`src/rtl/sram_arb_pkg.sv`:
```
// sram_arb_pkg: shared state/grant types and default widths for the SRAM arbiter.
package sram_arb_pkg;
    localparam int DEF_ADDR_W        = 21;
    localparam int DEF_DATA_W        = 8;
    localparam int DEF_ACCESS_CYCLES = 3;
    localparam int DEF_STARVE_LIMIT  = 4;

    typedef enum logic [1:0] {IDLE, SETUP, STROBE, HOLD} state_t;
    typedef enum logic {GNT_CPU, GNT_LD} gnt_t;
endpackage

```
`src/rtl/sram_arbiter_if.sv`:
```
// sram_arbiter_if: CPU port, loader port and SRAM pad signals; slave = arbiter, master = environment.
interface sram_arbiter_if
    import sram_arb_pkg::*;
#(
    parameter int ADDR_W = DEF_ADDR_W,
    parameter int DATA_W = DEF_DATA_W
);
    logic              cpu_req, cpu_we, cpu_ack;
    logic [ADDR_W-1:0] cpu_addr;
    logic [DATA_W-1:0] cpu_wdata, cpu_rdata;
    logic              ld_req, ld_we, ld_ack;
    logic [ADDR_W-1:0] ld_addr;
    logic [DATA_W-1:0] ld_wdata, ld_rdata;
    logic [ADDR_W-1:0] sram_a;
    logic [DATA_W-1:0] sram_dq_out, sram_dq_in;
    logic              sram_dq_oe, sram_n_ce, sram_n_oe, sram_n_we;

    modport slave (
        input  cpu_req, cpu_we, cpu_addr, cpu_wdata, ld_req, ld_we, ld_addr, ld_wdata, sram_dq_in,
        output cpu_rdata, cpu_ack, ld_rdata, ld_ack,
        output sram_a, sram_dq_out, sram_dq_oe, sram_n_ce, sram_n_oe, sram_n_we
    );
    modport master (
        output cpu_req, cpu_we, cpu_addr, cpu_wdata, ld_req, ld_we, ld_addr, ld_wdata, sram_dq_in,
        input  cpu_rdata, cpu_ack, ld_rdata, ld_ack,
        input  sram_a, sram_dq_out, sram_dq_oe, sram_n_ce, sram_n_oe, sram_n_we
    );
endinterface

```
`src/rtl/sram_arb_grant.sv`:
```
// sram_arb_grant: CPU-over-loader priority decision and grant latch.
// SRAM_ARB_STARVE_GUARD_EN adds a saturating counter that forces a loader grant after STARVE_LIMIT CPU grants.
module sram_arb_grant
    import sram_arb_pkg::*;
#(
    parameter int STARVE_LIMIT = DEF_STARVE_LIMIT
) (
    input  logic clk,
    input  logic n_reset,
    input  logic i_idle,
    input  logic i_cpu_req,
    input  logic i_ld_req,
    output gnt_t o_next,
    output gnt_t o_gnt
);
    if (STARVE_LIMIT < 1) begin : g_chk
        $error("STARVE_LIMIT must be >= 1");
    end

    logic w_starve;
    gnt_t r_gnt;

`ifdef SRAM_ARB_STARVE_GUARD_EN
    localparam int SW = $clog2(STARVE_LIMIT + 1);
    logic [SW-1:0] r_starve;

    assign w_starve = r_starve == SW'(STARVE_LIMIT);

    always_ff @(posedge clk or negedge n_reset) begin
        if (!n_reset)
            r_starve <= '0;
        else if (i_idle)
            r_starve <= (!i_ld_req || o_next == GNT_LD) ? '0 : w_starve ? r_starve : r_starve + 1'b1;
    end
`else
    assign w_starve = 1'b0;
`endif

    assign o_next = (i_ld_req && (!i_cpu_req || w_starve)) ? GNT_LD : GNT_CPU;
    assign o_gnt  = r_gnt;

    always_ff @(posedge clk or negedge n_reset) begin
        if (!n_reset)
            r_gnt <= GNT_CPU;
        else if (i_idle && (i_cpu_req || i_ld_req))
            r_gnt <= o_next;
    end
endmodule

```
`src/rtl/sram_arbiter.sv`:
```
// sram_arbiter: shares the async SRAM bus between CPU and loader with registered setup/strobe/hold sequencing.
// Optional loader starvation guard: define SRAM_ARB_STARVE_GUARD_EN.
module sram_arbiter
    import sram_arb_pkg::*;
#(
    parameter int ADDR_W        = DEF_ADDR_W,
    parameter int DATA_W        = DEF_DATA_W,
    parameter int ACCESS_CYCLES = DEF_ACCESS_CYCLES,
    parameter int STARVE_LIMIT  = DEF_STARVE_LIMIT
) (
    input  logic           clk,
    input  logic           n_reset,
    sram_arbiter_if.slave  bus
);
    if (ACCESS_CYCLES < 1) begin : g_chk
        $error("ACCESS_CYCLES must be >= 1");
    end

    localparam int CW = $clog2(ACCESS_CYCLES + 1);

    state_t            r_state;
    logic [CW-1:0]     r_cnt;
    logic              r_we;
    logic [ADDR_W-1:0] r_a;
    logic [DATA_W-1:0] r_dq_out, r_cpu_rdata, r_ld_rdata;
    logic              r_dq_oe, r_n_ce, r_n_oe, r_n_we, r_cpu_ack, r_ld_ack;
    gnt_t              w_next, w_gnt;
    logic              w_idle, w_sel_ld, w_we;

    assign w_idle   = r_state == IDLE;
    assign w_sel_ld = w_next == GNT_LD;
    assign w_we     = w_sel_ld ? bus.ld_we : bus.cpu_we;

    sram_arb_grant #(.STARVE_LIMIT(STARVE_LIMIT)) u_grant (
        .clk       (clk),
        .n_reset   (n_reset),
        .i_idle    (w_idle),
        .i_cpu_req (bus.cpu_req),
        .i_ld_req  (bus.ld_req),
        .o_next    (w_next),
        .o_gnt     (w_gnt)
    );

    always_ff @(posedge clk or negedge n_reset) begin
        if (!n_reset) begin
            r_state     <= IDLE;
            r_cnt       <= '0;
            r_we        <= 1'b0;
            r_a         <= '0;
            r_dq_out    <= '0;
            r_cpu_rdata <= '0;
            r_ld_rdata  <= '0;
            r_dq_oe     <= 1'b0;
            r_n_ce      <= 1'b1;
            r_n_oe      <= 1'b1;
            r_n_we      <= 1'b1;
            r_cpu_ack   <= 1'b0;
            r_ld_ack    <= 1'b0;
        end else begin
            r_cpu_ack <= 1'b0;
            r_ld_ack  <= 1'b0;
            case (r_state)
                IDLE: if (bus.cpu_req || bus.ld_req) begin
                    r_state  <= SETUP;
                    r_we     <= w_we;
                    r_a      <= w_sel_ld ? bus.ld_addr : bus.cpu_addr;
                    r_dq_out <= w_sel_ld ? bus.ld_wdata : bus.cpu_wdata;
                    r_n_ce   <= 1'b0;
                    r_n_oe   <= w_we;
                    r_dq_oe  <= w_we;
                end
                SETUP: begin
                    r_state <= STROBE;
                    r_cnt   <= CW'(ACCESS_CYCLES - 1);
                    r_n_we  <= ~r_we;
                end
                STROBE: if (r_cnt == '0) begin
                    r_state   <= HOLD;
                    r_n_we    <= 1'b1;
                    r_n_oe    <= 1'b1;
                    r_cpu_ack <= w_gnt == GNT_CPU;
                    r_ld_ack  <= w_gnt == GNT_LD;
                    if (!r_we && w_gnt == GNT_CPU) r_cpu_rdata <= bus.sram_dq_in;
                    if (!r_we && w_gnt == GNT_LD)  r_ld_rdata  <= bus.sram_dq_in;
                end else begin
                    r_cnt <= r_cnt - 1'b1;
                end
                HOLD: begin
                    r_state <= IDLE;
                    r_n_ce  <= 1'b1;
                    r_dq_oe <= 1'b0;
                end
                default: r_state <= IDLE;
            endcase
        end
    end

    assign bus.sram_a      = r_a;
    assign bus.sram_dq_out = r_dq_out;
    assign bus.sram_dq_oe  = r_dq_oe;
    assign bus.sram_n_ce   = r_n_ce;
    assign bus.sram_n_oe   = r_n_oe;
    assign bus.sram_n_we   = r_n_we;
    assign bus.cpu_rdata   = r_cpu_rdata;
    assign bus.ld_rdata    = r_ld_rdata;
    assign bus.cpu_ack     = r_cpu_ack;
    assign bus.ld_ack      = r_ld_ack;
endmodule
```
`src/flat_wrapper.sv`:
```
// flat-port wrapper written by rule: the top's interface ports become plain ports
module sram_arbiter_flat import sram_arb_pkg::*;
#(
    parameter int ADDR_W        = DEF_ADDR_W,
    parameter int DATA_W        = DEF_DATA_W,
    parameter int ACCESS_CYCLES = DEF_ACCESS_CYCLES,
    parameter int STARVE_LIMIT  = DEF_STARVE_LIMIT
)
  (clk, n_reset, bus_cpu_req, bus_cpu_we, bus_cpu_addr, bus_cpu_wdata, bus_ld_req, bus_ld_we, bus_ld_addr, bus_ld_wdata, bus_sram_dq_in, bus_cpu_rdata, bus_cpu_ack, bus_ld_rdata, bus_ld_ack, bus_sram_a, bus_sram_dq_out, bus_sram_dq_oe, bus_sram_n_ce, bus_sram_n_oe, bus_sram_n_we);
  sram_arbiter_if #(.ADDR_W(ADDR_W), .DATA_W(DATA_W)) bus_i ();
  input  logic clk;
  input  logic n_reset;
  input wire logic [$bits(bus_i.cpu_req)-1:0] bus_cpu_req;
  input wire logic [$bits(bus_i.cpu_we)-1:0] bus_cpu_we;
  input wire logic [$bits(bus_i.cpu_addr)-1:0] bus_cpu_addr;
  input wire logic [$bits(bus_i.cpu_wdata)-1:0] bus_cpu_wdata;
  input wire logic [$bits(bus_i.ld_req)-1:0] bus_ld_req;
  input wire logic [$bits(bus_i.ld_we)-1:0] bus_ld_we;
  input wire logic [$bits(bus_i.ld_addr)-1:0] bus_ld_addr;
  input wire logic [$bits(bus_i.ld_wdata)-1:0] bus_ld_wdata;
  input wire logic [$bits(bus_i.sram_dq_in)-1:0] bus_sram_dq_in;
  output wire logic [$bits(bus_i.cpu_rdata)-1:0] bus_cpu_rdata;
  output wire logic [$bits(bus_i.cpu_ack)-1:0] bus_cpu_ack;
  output wire logic [$bits(bus_i.ld_rdata)-1:0] bus_ld_rdata;
  output wire logic [$bits(bus_i.ld_ack)-1:0] bus_ld_ack;
  output wire logic [$bits(bus_i.sram_a)-1:0] bus_sram_a;
  output wire logic [$bits(bus_i.sram_dq_out)-1:0] bus_sram_dq_out;
  output wire logic [$bits(bus_i.sram_dq_oe)-1:0] bus_sram_dq_oe;
  output wire logic [$bits(bus_i.sram_n_ce)-1:0] bus_sram_n_ce;
  output wire logic [$bits(bus_i.sram_n_oe)-1:0] bus_sram_n_oe;
  output wire logic [$bits(bus_i.sram_n_we)-1:0] bus_sram_n_we;
  assign bus_i.cpu_req = bus_cpu_req;
  assign bus_i.cpu_we = bus_cpu_we;
  assign bus_i.cpu_addr = bus_cpu_addr;
  assign bus_i.cpu_wdata = bus_cpu_wdata;
  assign bus_i.ld_req = bus_ld_req;
  assign bus_i.ld_we = bus_ld_we;
  assign bus_i.ld_addr = bus_ld_addr;
  assign bus_i.ld_wdata = bus_ld_wdata;
  assign bus_i.sram_dq_in = bus_sram_dq_in;
  assign bus_cpu_rdata = bus_i.cpu_rdata;
  assign bus_cpu_ack = bus_i.cpu_ack;
  assign bus_ld_rdata = bus_i.ld_rdata;
  assign bus_ld_ack = bus_i.ld_ack;
  assign bus_sram_a = bus_i.sram_a;
  assign bus_sram_dq_out = bus_i.sram_dq_out;
  assign bus_sram_dq_oe = bus_i.sram_dq_oe;
  assign bus_sram_n_ce = bus_i.sram_n_ce;
  assign bus_sram_n_oe = bus_i.sram_n_oe;
  assign bus_sram_n_we = bus_i.sram_n_we;
  sram_arbiter #(.ADDR_W(ADDR_W), .DATA_W(DATA_W), .ACCESS_CYCLES(ACCESS_CYCLES), .STARVE_LIMIT(STARVE_LIMIT)) u_core (.clk(clk), .n_reset(n_reset), .bus(bus_i));
endmodule
```
`config.mk`:
```
export PLATFORM = sky130hd
export DESIGN_NAME = sram_arbiter_flat
export DESIGN_NICKNAME = d
export VERILOG_FILES = /design/src/rtl/sram_arb_pkg.sv /design/src/rtl/sram_arbiter_if.sv /design/src/rtl/sram_arb_grant.sv /design/src/rtl/sram_arbiter.sv /design/src/flat_wrapper.sv
export SDC_FILE = /design/constraint.sdc
export NUM_CORES = 1
export LEC_CHECK = 0
export CELL_PAD_IN_SITES_DETAIL_PLACEMENT = 1
export CELL_PAD_IN_SITES_GLOBAL_PLACEMENT = 2
export CORE_ASPECT_RATIO = 1.5
export CORE_MARGIN = 4
export CORE_UTILIZATION = 27
export DETAILED_ROUTE_END_ITERATION = 16
export PLACE_DENSITY = 0.9
export RECOVER_POWER = 100
export SLEW_MARGIN = 40
export SYNTH_ARGS = -nofsm -noshare
export SYNTH_HDL_FRONTEND = slang
export SYNTH_SLANG_ARGS = --single-unit
```
`constraint.sdc`:
```
create_clock -name clk -period 4.7 [get_ports clk]
set_clock_uncertainty 0.2 [all_clocks]
set_input_delay 0.94 -clock clk [delete_from_list [all_inputs] [get_ports clk]]
set_output_delay 0.94 -clock clk [all_outputs]
set_load 0.01 [all_outputs]
```
==> summary by stage, run 1 <==
Run status
The flow ran to the end, and the final reports show no timing, DRC or antenna violations.

Route
The number of vias after detailed routing is 2137. The remaining antenna violation count is 0. The first-pass detailed-route iteration total is 4. Using the TritonRoute via totals, the vias-per-cell ratio works out to 4.60.

The DRC violation count after routing is 0. The final layout contains routed wiring with a total length of 7270 um. The post-detailed-route wirelength per cell is 15.6 um.

In this run, the number of DRC markers left after iteration 0 of detailed routing was 27.

Placed design
The global placer's final weighted congestion is 0.689. The post-placement cell count is 449. In this run the tool buffered the top-level ports with 122 buffer cells. The estimated wirelength of the detail-placed design is 5370 um.

Global route
The remaining global-route overflow is 0. The total global routing track utilization is 12.7%. The number of global-route vias before repair came to 2316. The wire length of the first global-routing pass is 11300 um. The number of antenna violations at the first check in global routing is 0. Entering global routing, the biggest net connects 61 pins.

Synth
During synthesis, Yosys emitted a total of 0 warnings. After synthesis the cells add up to 2670 sq um. The post-synthesis sequential element count is 57. The predominant post-synthesis flop cell is sky130_fd_sc_hd__dfrtp_1. By area the synthesized netlist is led by sky130_fd_sc_hd__dfrtp_1 51%, sky130_fd_sc_hd__mux2i_1 12%, sky130_fd_sc_hd__o21ai_0 5.6%. The count of mapped cells out of synthesis is 222. Yosys mapped a number of flops with a built-in enable equal to 0. The number of nets handed over by synthesis was 302. The netlist uses 31 different library cells.

The mean post-synth cell area is 12.0 sq um. The library cell with the largest summed area after synthesis is sky130_fd_sc_hd__dfrtp_1. Sequential cells were found to cover 53.6% of the synthesized design area.

In the synthesized netlist the async set-or-reset flop fraction comes to 100%. Of the post-synthesis cell area, the dominant cell type holds 50.6%.

Cells and area
The antenna diode count is 0. The sequential cell area is 1430 sq um. The commonest non-fill, non-tap cell in the layout is sky130_fd_sc_hd__clkdlybuf4s50_1.

The share of layout cells above drive strength 1 is 9.71%. The top cell types in the final layout, fill and taps aside, are 69 x sky130_fd_sc_hd__clkdlybuf4s50_1, 54 x sky130_fd_sc_hd__dfrtp_1, 52 x sky130_fd_sc_hd__dlygate4sd3_1. The footprint of the multi-input gates is 1080 sq um. The post-synthesis to final-layout area growth is 59.0%. Once layout is complete, the cells apart from fillers number 465. For this run, the post-layout net count is 425. The count of fill cells added during filler insertion is 1065.

Critical path
The signal on the critical path passes through dlygate4sd3_1. The capturing instance or port of the critical path is bus_sram_n_ce. STA puts the critical path data required time at 3.56 ns. The critical path buffer and inverter count is 1. The peak per-stage delay on the critical path is 0.61 ns. The start point of the critical path is u_core.bus.sram_n_ce.

The worst endpoint data arrival time is 1.46 ns. The type of the worst setup path is flop to output pin. The minimum setup slack among reg-to-reg paths is 2.62 ns. The worst-path cell with the longest stage delay is sky130_fd_sc_hd__dlygate4sd3_1. The maximum fanout count along the critical path is 3. The path length in cells of the critical path is 1. The endpoint of the worst-slack reg-to-reg timing path is u_core.bus.cpu_rdata[4]. The worst setup path is launched from a flop. The worst register-to-register path begins at u_core.r_state[0]. Broken down by cell family, the worst path's largest delay share belongs to buffers and inverters.

Counting cells, the worst reg-to-reg path comes to 4. STA classifies the critical path endpoint as an output pin.

Die
In this run the standard cell core region covers 9690 sq um. The starting density of the core is 27.6%. The floorplan step set the die height to 130 um. The number of top-level pins is 123. The total number of placement rows is 44. The die covers 11600 sq um. The width of the die is 89.2 um.

Clocking
After clock tree synthesis, the repair step resized 0 gates. The number of CTS-inserted buffers is 9. After clock tree synthesis, the clock-pin slew on the worst setup and hold paths is 0.05 ns. In this run the deepest clock path goes through 2 buffers.

The cell at the root of the clock tree is sky130_fd_sc_hd__clkbuf_16. The number of clock sinks is 57. The CTS tree is built.

After clock tree synthesis, the setup repair step added 0 buffers. In this run the number of H-tree levels came out at 3. Buffers inserted to repair hold after CTS numbered 0. The clock latency on the worst-skew pair is 0.32 ns.

Run
The number of violations of the max-capacitance limit is 0.

Timing
Setup violations remaining at the end of the flow were counted as 0. The number of pins exceeding their max-slew limit in the final report is 0. The worst hold slack across all endpoints is 0.273 ns.

Static timing analysis puts the maximum clock frequency at 385 MHz. Summed over all failing endpoints, the final setup total negative slack is 0 ns. After layout, the minimum clock period comes to 2.60 ns. Of the available clock period, the critical path in the final layout requires 55.3%.

Setup repair after global routing left no endpoint under its margin. For the pin with the worst max-slew slack, the measured transition is 0.566 ns. Measured against its own limit, the worst slew margin works out to 62.3%. The count of endpoints failing hold in the final timing report is 0.

Pwr
The highest ir drop seen on vdd is 0.289 mV. Total power for the finished layout comes to 2.58 mW. The leakage power total is 2.02 nW. In this run the power density over the cells is 609 nW/um^2.

Min path
In this run the worst hold path is classified as flop to flop.
==> per-stage QoR <==
step                setup WS, ns  cell area, sq um  util, %
finish                      2.10              4250     43.8
CTS                         2.13              4290     44.3
detailed placement          1.76              3960     40.9
floorplan                   2.79              2670        -
global placement            1.56              3950     40.8
global route                2.03              4250     43.8
==> Yosys cell counts, drive strengths merged, types with 2 or more instances <==
library cell	n
dfrtp	54
mux2i	33
nand2	32
o21ai	31
mux2	17
buf	9
ha	8
inv	7
a21oi	6
nor2	4
clkbuf	3
dfstp	3
a211oi	2
and3b	2
==> registers in the layout, summed over array words and instances (netlist names) <==
register / flops
u_core.r_we: 1
u_core.bus.sram_n_ce: 1
u_core.bus.cpu_ack: 1
u_core.bus.ld_ack: 1
u_core.bus.sram_dq_out: 8
u_core.bus.cpu_rdata: 8
u_core.bus.sram_n_we: 1
u_core.r_state: 2
u_core.u_grant.o_gnt: 1
u_core.r_cnt: 2
u_core.bus.ld_rdata: 8
u_core.bus.sram_dq_oe: 1
u_core.bus.sram_n_oe: 1
u_core.bus.sram_a: 21
==> how the worst min path moves through the flow <==
| stage | startpoint | depth (start not counted) | slack (ns) | end |
|---|---|---|---|---|
| after global routing | u_core.bus.sram_a[19] | 2 | 0.29 | u_core.bus.sram_a[19] |
| after CTS | u_core.bus.sram_a[0] | 2 | 0.28 | u_core.bus.sram_a[0] |
| final | u_core.bus.sram_a[17] | 2 | 0.27 | u_core.bus.sram_a[17] |
| after floorplan | u_core.bus.sram_n_oe | 2 | 0.27 | u_core.bus.sram_n_oe |
| after global placement | u_core.bus.sram_a[9] | 2 | 0.26 | u_core.bus.sram_a[9] |
| after detailed placement | u_core.bus.sram_a[0] | 2 | 0.27 | u_core.bus.sram_a[0] |
==> cell families after synthesis <==
logic type,count (synthesis),share of synthesized area (%)
AOI/OAI and AO/OA,44,9.28
buffers and inverters,19,4.92
adders and majority gates,8,3.75
and+or+nand+nor,44,7.83
muxes,50,20.7
DFF,57,53.6
==> where the power goes <==
part / internal (mW) / switching, mW / leakage, nW
clock network: 0.490 / 0.224 / 0.162
registers: 0.735 / 0.121 / 0.696
logic: 0.531 / 0.482 / 1.16
total: 1.76 / 0.827 / 2.02
==> metal layers <==
layer	up-vias	global-route usage [%]	wire length [um]
met5	-	0	0
met4	0	5.61	113
met3	11	3.60	574
met2	90	21.8	3750
met1	1020	14.3	2830
li1	1016	-	-
==> cell type report <==
class                      instances  share of cell area (%)
inverter                           7                   0.619
clock inverter                     5                    1.83
sequential                        57                    33.7
multi-input combinational        146                    25.4
timing repair buffer             124                    29.1
clock buffer                      11                    5.95
tap                              115                    3.39
No activity file was read; power rests on OpenSTA's default activity.
==> run 2: changes to the inputs <==
- CORE_UTILIZATION: 27 -> 25
- PLACE_DENSITY: 0.9 -> 0.85
- clock period: 4.7 -> 2.7 ns (I/O delays scaled with it)
==> summary by stage, run 2 (synthesized netlist as in run 1, its figures left out) <==
Route
In the routed design, unresolved DRC markers number 0. The detailed router's first-iteration violation count is 32. For this block, wires on met1 add up to 2990 um. The final layout contains routed wiring with a total length of 7480 um.

In the detailed route, the total length drawn on met2 is 3870 um. The first TritonRoute pass finished after 2 iterations. The wire length on met3 is 465 um. Using the TritonRoute via totals, the vias-per-cell ratio works out to 4.36. Signal routing reaches up to met4. The post-detailed-route wirelength per cell is 15.0 um. The count of nets left with antenna violations once routing finished came out at 0. The final route contains 2166 vias.

Timing
The worst slew margin relative to its limit is 42.5%. The worst path uses 81.7% of the clock period. The worst-margin pin slew is 0.863 ns.

The number of pins exceeding their max-slew limit in the final report came to 0. Setup repair after global routing left no endpoint under its margin. The count of endpoints failing hold in the final timing report is 0.

After routing, the total negative slack on setup checks comes to 0 ns. The worst hold slack across all endpoints is 0.268 ns. The maximum operating frequency is 453 MHz. Setup violations remaining at the end of the flow were counted as 0. The shortest period the worst path allows is 2.21 ns.

Clocking
The number of H-tree levels is 3. The post-CTS setup-driven buffer insertion count is 0. The maximum clock path buffer count is 2. The CTS tree is built. The number of clock sinks is 57. The number of CTS-inserted buffers is 9.

The cell at the root of the clock tree is sky130_fd_sc_hd__clkbuf_16. The clock latency on the worst-skew pair is 0.32 ns. The clock transition at the registers of the reported paths is 0.05 ns.

Die
The floorplan step set the die height to 135 um. For this configuration, the core starts out at a cell density of 25.4%. The total area inside the core boundary comes to 10500 sq um.

The floorplan step set the die width to 92.4 um. The total number of placement rows is 46. The area of the die is 12400 sq um. The number of top-level pins is 123.

Placed design
In this run the cell area measured after placement is 4030 sq um. At the end of routability-driven placement, the weighted congestion stood at 0.702. Input and output buffers added on the ports amount to 122.

Detailed placement finished with a half-perimeter wire length of 5600 um.

Cells and area
The antenna diode count is 0. The finished cells cover 4330 sq um. The commonest non-fill, non-tap cell in the layout is sky130_fd_sc_hd__clkdlybuf4s50_1.

Relative to the synthesized area, the layout overhead comes to 62.1%. The top cell types in the final layout, fill and taps aside, are 69 x sky130_fd_sc_hd__clkdlybuf4s50_1, 54 x sky130_fd_sc_hd__dfrtp_1, 53 x sky130_fd_sc_hd__dlygate4sd3_1. The flip-flop count of the largest register after layout is 21. The net count of the finished layout is 428. The post-route netlist has 9.63% of its cells at a drive strength greater than 1.

Pwr
Summed over all cells, the static leakage comes to 2.03 nW. The share of total power dissipated in sequential elements is 32.5%. The cell-internal power is 3.12 mW. In this run the power spent charging and discharging nets is 1.47 mW.

Power spread over the standard cell area amounts to 1060 nW/um^2. The part of the total power dissipated in combinational logic is 39.0%. Net switching is 32.0% of the power.

IR analysis of the VDD net gives a maximum drop of 0.416 mV. The share of power burned in the clock network is 28.5%.

Run
Max-cap violations in this run came to 0.

Global route
The total global routing track utilization is 12.4%. Summed over all layers, the global routing overflow is 0. The wire length of the first global-routing pass is 11900 um. The number of antenna violations at the first check in global routing is 0. The number of global-route vias before repair was 2330. The pin count of the biggest net entering global routing is 61.

Critical path
On the worst path, the slowest cell contributes a delay of 0.60 ns. For this design, the slowest cell found on the critical path is sky130_fd_sc_hd__dlygate4sd3_1. Data on the critical path is required at its endpoint by 1.96 ns. STA classifies the critical path endpoint as an output pin.

The signal on the critical path passes through dlygate4sd3_1. The worst endpoint data arrival time is 1.47 ns. The worst setup path is launched from a flop. Grouping stages by cell kind, the critical path spends the most delay in buffers and inverters.

The type of the worst setup path is flop to output pin. In this run the worst path has a maximum fanout of 3. The critical path buffer and inverter count is 1.

Min path
The worst min-delay path class is flop to flop.

Run status
The run finished with clean final reports.
run 2: per-stage QoR:
step	power (mW)	setup slack [ns]	std cells	util (%)
2_1_floorplan	2.46	0.919	222	-
3_3_place_gp	3.47	0.360	480	38.3
3_5_place_dp	3.55	0.284	480	38.3
4_1_cts	4.91	0.488	496	41.5
5_1_grt	4.90	0.232	497	41.1
6_report	4.59	0.494	497	41.1
run 2: metal layers:
| metal | global-route usage [%] | vias up |
|---|---|---|
| met5 | 0 | - |
| met4 | 6.36 | 0 |
| met3 | 3.40 | 10 |
| met2 | 21.2 | 86 |
| met1 | 14.0 | 1044 |
| li1 | - | 1026 |
run 2: worst paths after layout:
kind	start	endpoint	slack, ns	cells after the start
worst min-delay path	u_core.bus.sram_n_oe	u_core.bus.sram_n_oe	0.27	2
max in group asynchronous	n_reset	u_core.bus.sram_a[8]	0.59	3
worst min register to register	u_core.bus.sram_n_oe	u_core.bus.sram_n_oe	0.27	2
min in group asynchronous	n_reset	u_core.bus.cpu_rdata[2]	0.67	2
worst max-delay path	u_core.bus.sram_n_ce	bus_sram_n_ce	0.49	1
worst max register to register	u_core.r_state[0]	u_core.bus.ld_rdata[3]	0.60	4
run 2: what timing repair did:
action,CTS,global route
endpoints found under the hold margin,0,20
hold buffers,0,1
resized for setup,0,0
run 2: layout make-up:
class / instances / area [sq um]
Tap cell: 144 / 180
Inverter: 7 / 26.3
Sequential cell: 57 / 1430
Clock buffer: 9 / 225
Multi-Input combinational cell: 146 / 1070
Clock inverter: 7 / 119
Fill cell: 1162 / 6200
Timing Repair Buffer: 127 / 1270
run 2: power by group through the flow:
stage,clock (mW),sequential (mW),combinational (mW)
floorplan,0,1.67,0.791
global placement,0,1.51,1.97
detailed placement,0,1.53,2.02
CTS,1.34,1.52,2.04
global route,1.37,1.55,1.98
finish,1.31,1.49,1.79
==> run 3: changes to the inputs <==
- CORE_UTILIZATION: 25 -> 22
- PLACE_DENSITY: 0.85 -> 0.79
- clock period: 2.7 -> 1.92 ns (I/O delays scaled with it)
==> summary by stage, run 3 (synthesized netlist as in run 1, its figures left out) <==
Run status
The run finished with clean final reports.

Pwr
The part of the total power dissipated in combinational logic is 43.6%. The power density of the placed cells is 1470 nW/um^2. The sequential group share of total power is 32.7%. Summed over all nets, the switching power comes to 2.10 mW. In this run switching power makes up 32.4% of total power. The share of power burned in the clock network is 23.7%.

The analysis attributes to cell leakage a power of 2.03 nW. The cell-internal power is 4.39 mW. The highest ir drop seen on vdd is 0.568 mV.

Global route
The pin count of the biggest net entering global routing is 58. The total overflow left after global routing is 0. The number of global-route vias before repair is 2451. The first global-routing pass estimated 13500 um of wire. The number of antenna violations at the first check in global routing is 1.

Global routing consumed, over all layers together, 12.4% of the routing resources.

Die
The die is 98.0 um wide. The die span in y is 143 um. The core region is 12000 sq um. The total number of placement rows is 49.

For this configuration, the core starts out at a cell density of 22.3%. In this run the count of I/O pins placed on the die edge is 123. The die covers 14000 sq um.

Critical path
The path length in cells of the critical path is 1. The worst setup path is captured at an output pin. Together, buffers and inverters on the worst path number 1.

In this run the critical register-to-register path is launched from u_core.r_state[0]. Counting cells, the worst reg-to-reg path comes to 5. The critical path goes through dlygate4sd3_1. The maximum fanout count along the critical path is 2. In this design, the stage delay of the slowest critical-path cell is 0.61 ns. The critical path is of the flop to output pin type. The worst-path cell with the longest stage delay is sky130_fd_sc_hd__dlygate4sd3_1. The required time at the endpoint of the critical path is 1.34 ns.

Tracing the worst setup path back leads to its startpoint at u_core.bus.ld_rdata[0]. The sort of element at the start of the critical path is a flop. Data arrives at the worst endpoint at 1.29 ns. The family with the most delay on the worst path is buffers and inverters. The minimum setup slack among reg-to-reg paths is 0.11 ns. In this run the critical register-to-register path is captured at u_core.bus.cpu_rdata[4].

Clocking
The number of CTS-inserted buffers is 9. TritonCTS built the clock tree. The clock transition at the registers of the reported paths is 0.05 ns. The maximum clock path buffer count is 2.

Clock latency on the worst-skew pair, taken at its later pin, is 0.32 ns. The cell sitting at the root of the clock tree is a sky130_fd_sc_hd__clkbuf_16. The clock net in this run drives a total of 57 sinks. The number of H-tree levels is 3.

Buffers added to address setup during post-CTS repair amount to 0.

Min path
The worst min-delay path class is flop to flop. The startpoint identified for the worst hold timing path is u_core.bus.sram_a[12]. Counting instances, the worst hold path has a depth of 2. The endpoint with the worst hold slack is u_core.bus.sram_a[12].

Cells and area
Leaving out fill and tap cells, the most frequent cells in the layout are 112 x sky130_fd_sc_hd__clkdlybuf4s50_1, 54 x sky130_fd_sc_hd__dfrtp_1, 33 x sky130_fd_sc_hd__mux2i_1. The commonest non-fill, non-tap cell in the layout is sky130_fd_sc_hd__clkdlybuf4s50_1. The antenna diode count is 0. The cell area after layout is 4400 sq um. The register with the most flip-flops in the layout has 21 of them. The share of layout cells above drive strength 1 is 14.2%. The net count of the finished layout is 434.

Relative to the synthesized area, the layout overhead comes to 64.9%. The count of fill cells added during filler insertion is 1313.

Timing
The sum of negative setup slack is 0 ns. Subtracting the final worst setup slack from the clock period gives 1.87 ns. Derived from the worst setup path, the maximum achievable clock frequency is 534 MHz. The number of pins exceeding their max-slew limit in the final report is 0.

The final number of setup-violating endpoints is 0. Setup repair after global routing left no endpoint under its margin. The worst path uses 97.6% of the clock period. The worst-margin pin slew is 0.819 ns.

The count of endpoints failing hold in the final timing report came to 0. The worst slew margin relative to its limit is 45.4%.

Route
In the detailed route, the total length drawn on met3 is 445 um. The remaining antenna violation count is 0. The first detailed-routing pass took 4 iterations. For this block, the routed nets add up to 8160 um of wire.

The DRC violation count after routing is 0. After the first detailed-routing iteration, the DRC count stood at 18. After detailed routing, the met2 layer carries 4700 um of wire. The highest metal layer carrying signal wires in the routed design is met5.

The number of vias after detailed routing is 2190. For this block, wires on met1 add up to 2870 um. Using the TritonRoute via totals, the vias-per-cell ratio works out to 4.28. The post-detailed-route wirelength per cell is 15.9 um.

Placed design
The cell area after placement is 4120 sq um. The port buffer count is 122. Detailed placement ended at an HPWL of 6370 um. The congestion estimate from routability-driven global placement came to 0.726.

Run
Max-cap violations in this run came to 0.
## run 3: changes by cell type in the layout (fill, tap and decap cells not counted), sizes merged
cell / before / now
clkinvlp: 2 / 0
dlygate4sd3: 53 / 7
clkdlybuf4s50: 69 / 112
clkbuf: 12 / 17
dlygate4sd2: 0 / 3
buf: 2 / 8
bufinv: 3 / 0
## run 3: stage by stage
stage / setup WS [ns] / instances / utilization (%) / total power, mW / hold slack [ns]
6_report: 0.0459 / 512 / 36.8 / 6.49 / 0.274
5_1_grt: 0.00989 / 512 / 36.8 / 6.98 / 0.307
4_1_cts: 0.0000722 / 512 / 37.0 / 6.68 / 0.280
3_5_place_dp: -0.0842 / 495 / 34.5 / 5.11 / 0.221
3_3_place_gp: -0.0640 / 495 / 34.5 / 4.98 / 0.218
2_1_floorplan: 0.139 / 222 / - / 3.46 / -0.112
## run 3: area by class of cell
class / instances / area (sq um) / area share, %
clock buffer: 14 / 284 / 6.45
clock inverter: 2 / 10.0 / 0.227
inverter: 7 / 26.3 / 0.597
multi-input combinational: 146 / 1140 / 25.9
sequential: 57 / 1430 / 32.5
tap: 153 / 191 / 4.35
timing repair buffer: 133 / 1320 / 30.1
## run 3: routing by layer
layer  up-vias  track usage (%)
li1       1041                -
met3        12             3.81
met1      1072             12.5
met4         2             5.91
met5         -                0
met2        63             23.2
## run 3: repair_timing
| item | in CTS | in global routing |
|---|---|---|
| hold buffers | 1 | 0 |
| hold endpoints to repair | 54 | 0 |
| resized for setup | 3 | 5 |
| endpoints found under the setup margin | 3 | 18 |
## run 3: worst max path at each step
stage,end
floorplan,u_core.r_state[1]
global placement,u_core.r_state[1]
detailed placement,u_core.bus.sram_dq_out[2]
CTS,u_core.bus.cpu_rdata[1]
global route,bus_ld_rdata[0]
finish,bus_ld_rdata[0]
## run 3: power groups by stage
stage / registers [mW] / clock network (mW) / logic, mW
6_report: 2.12 / 1.54 / 2.83
2_1_floorplan: 2.35 / 0 / 1.11
3_3_place_gp: 2.12 / 0 / 2.86
3_5_place_dp: 2.16 / 0 / 2.95
4_1_cts: 2.15 / 1.59 / 2.94
5_1_grt: 2.21 / 1.66 / 3.12
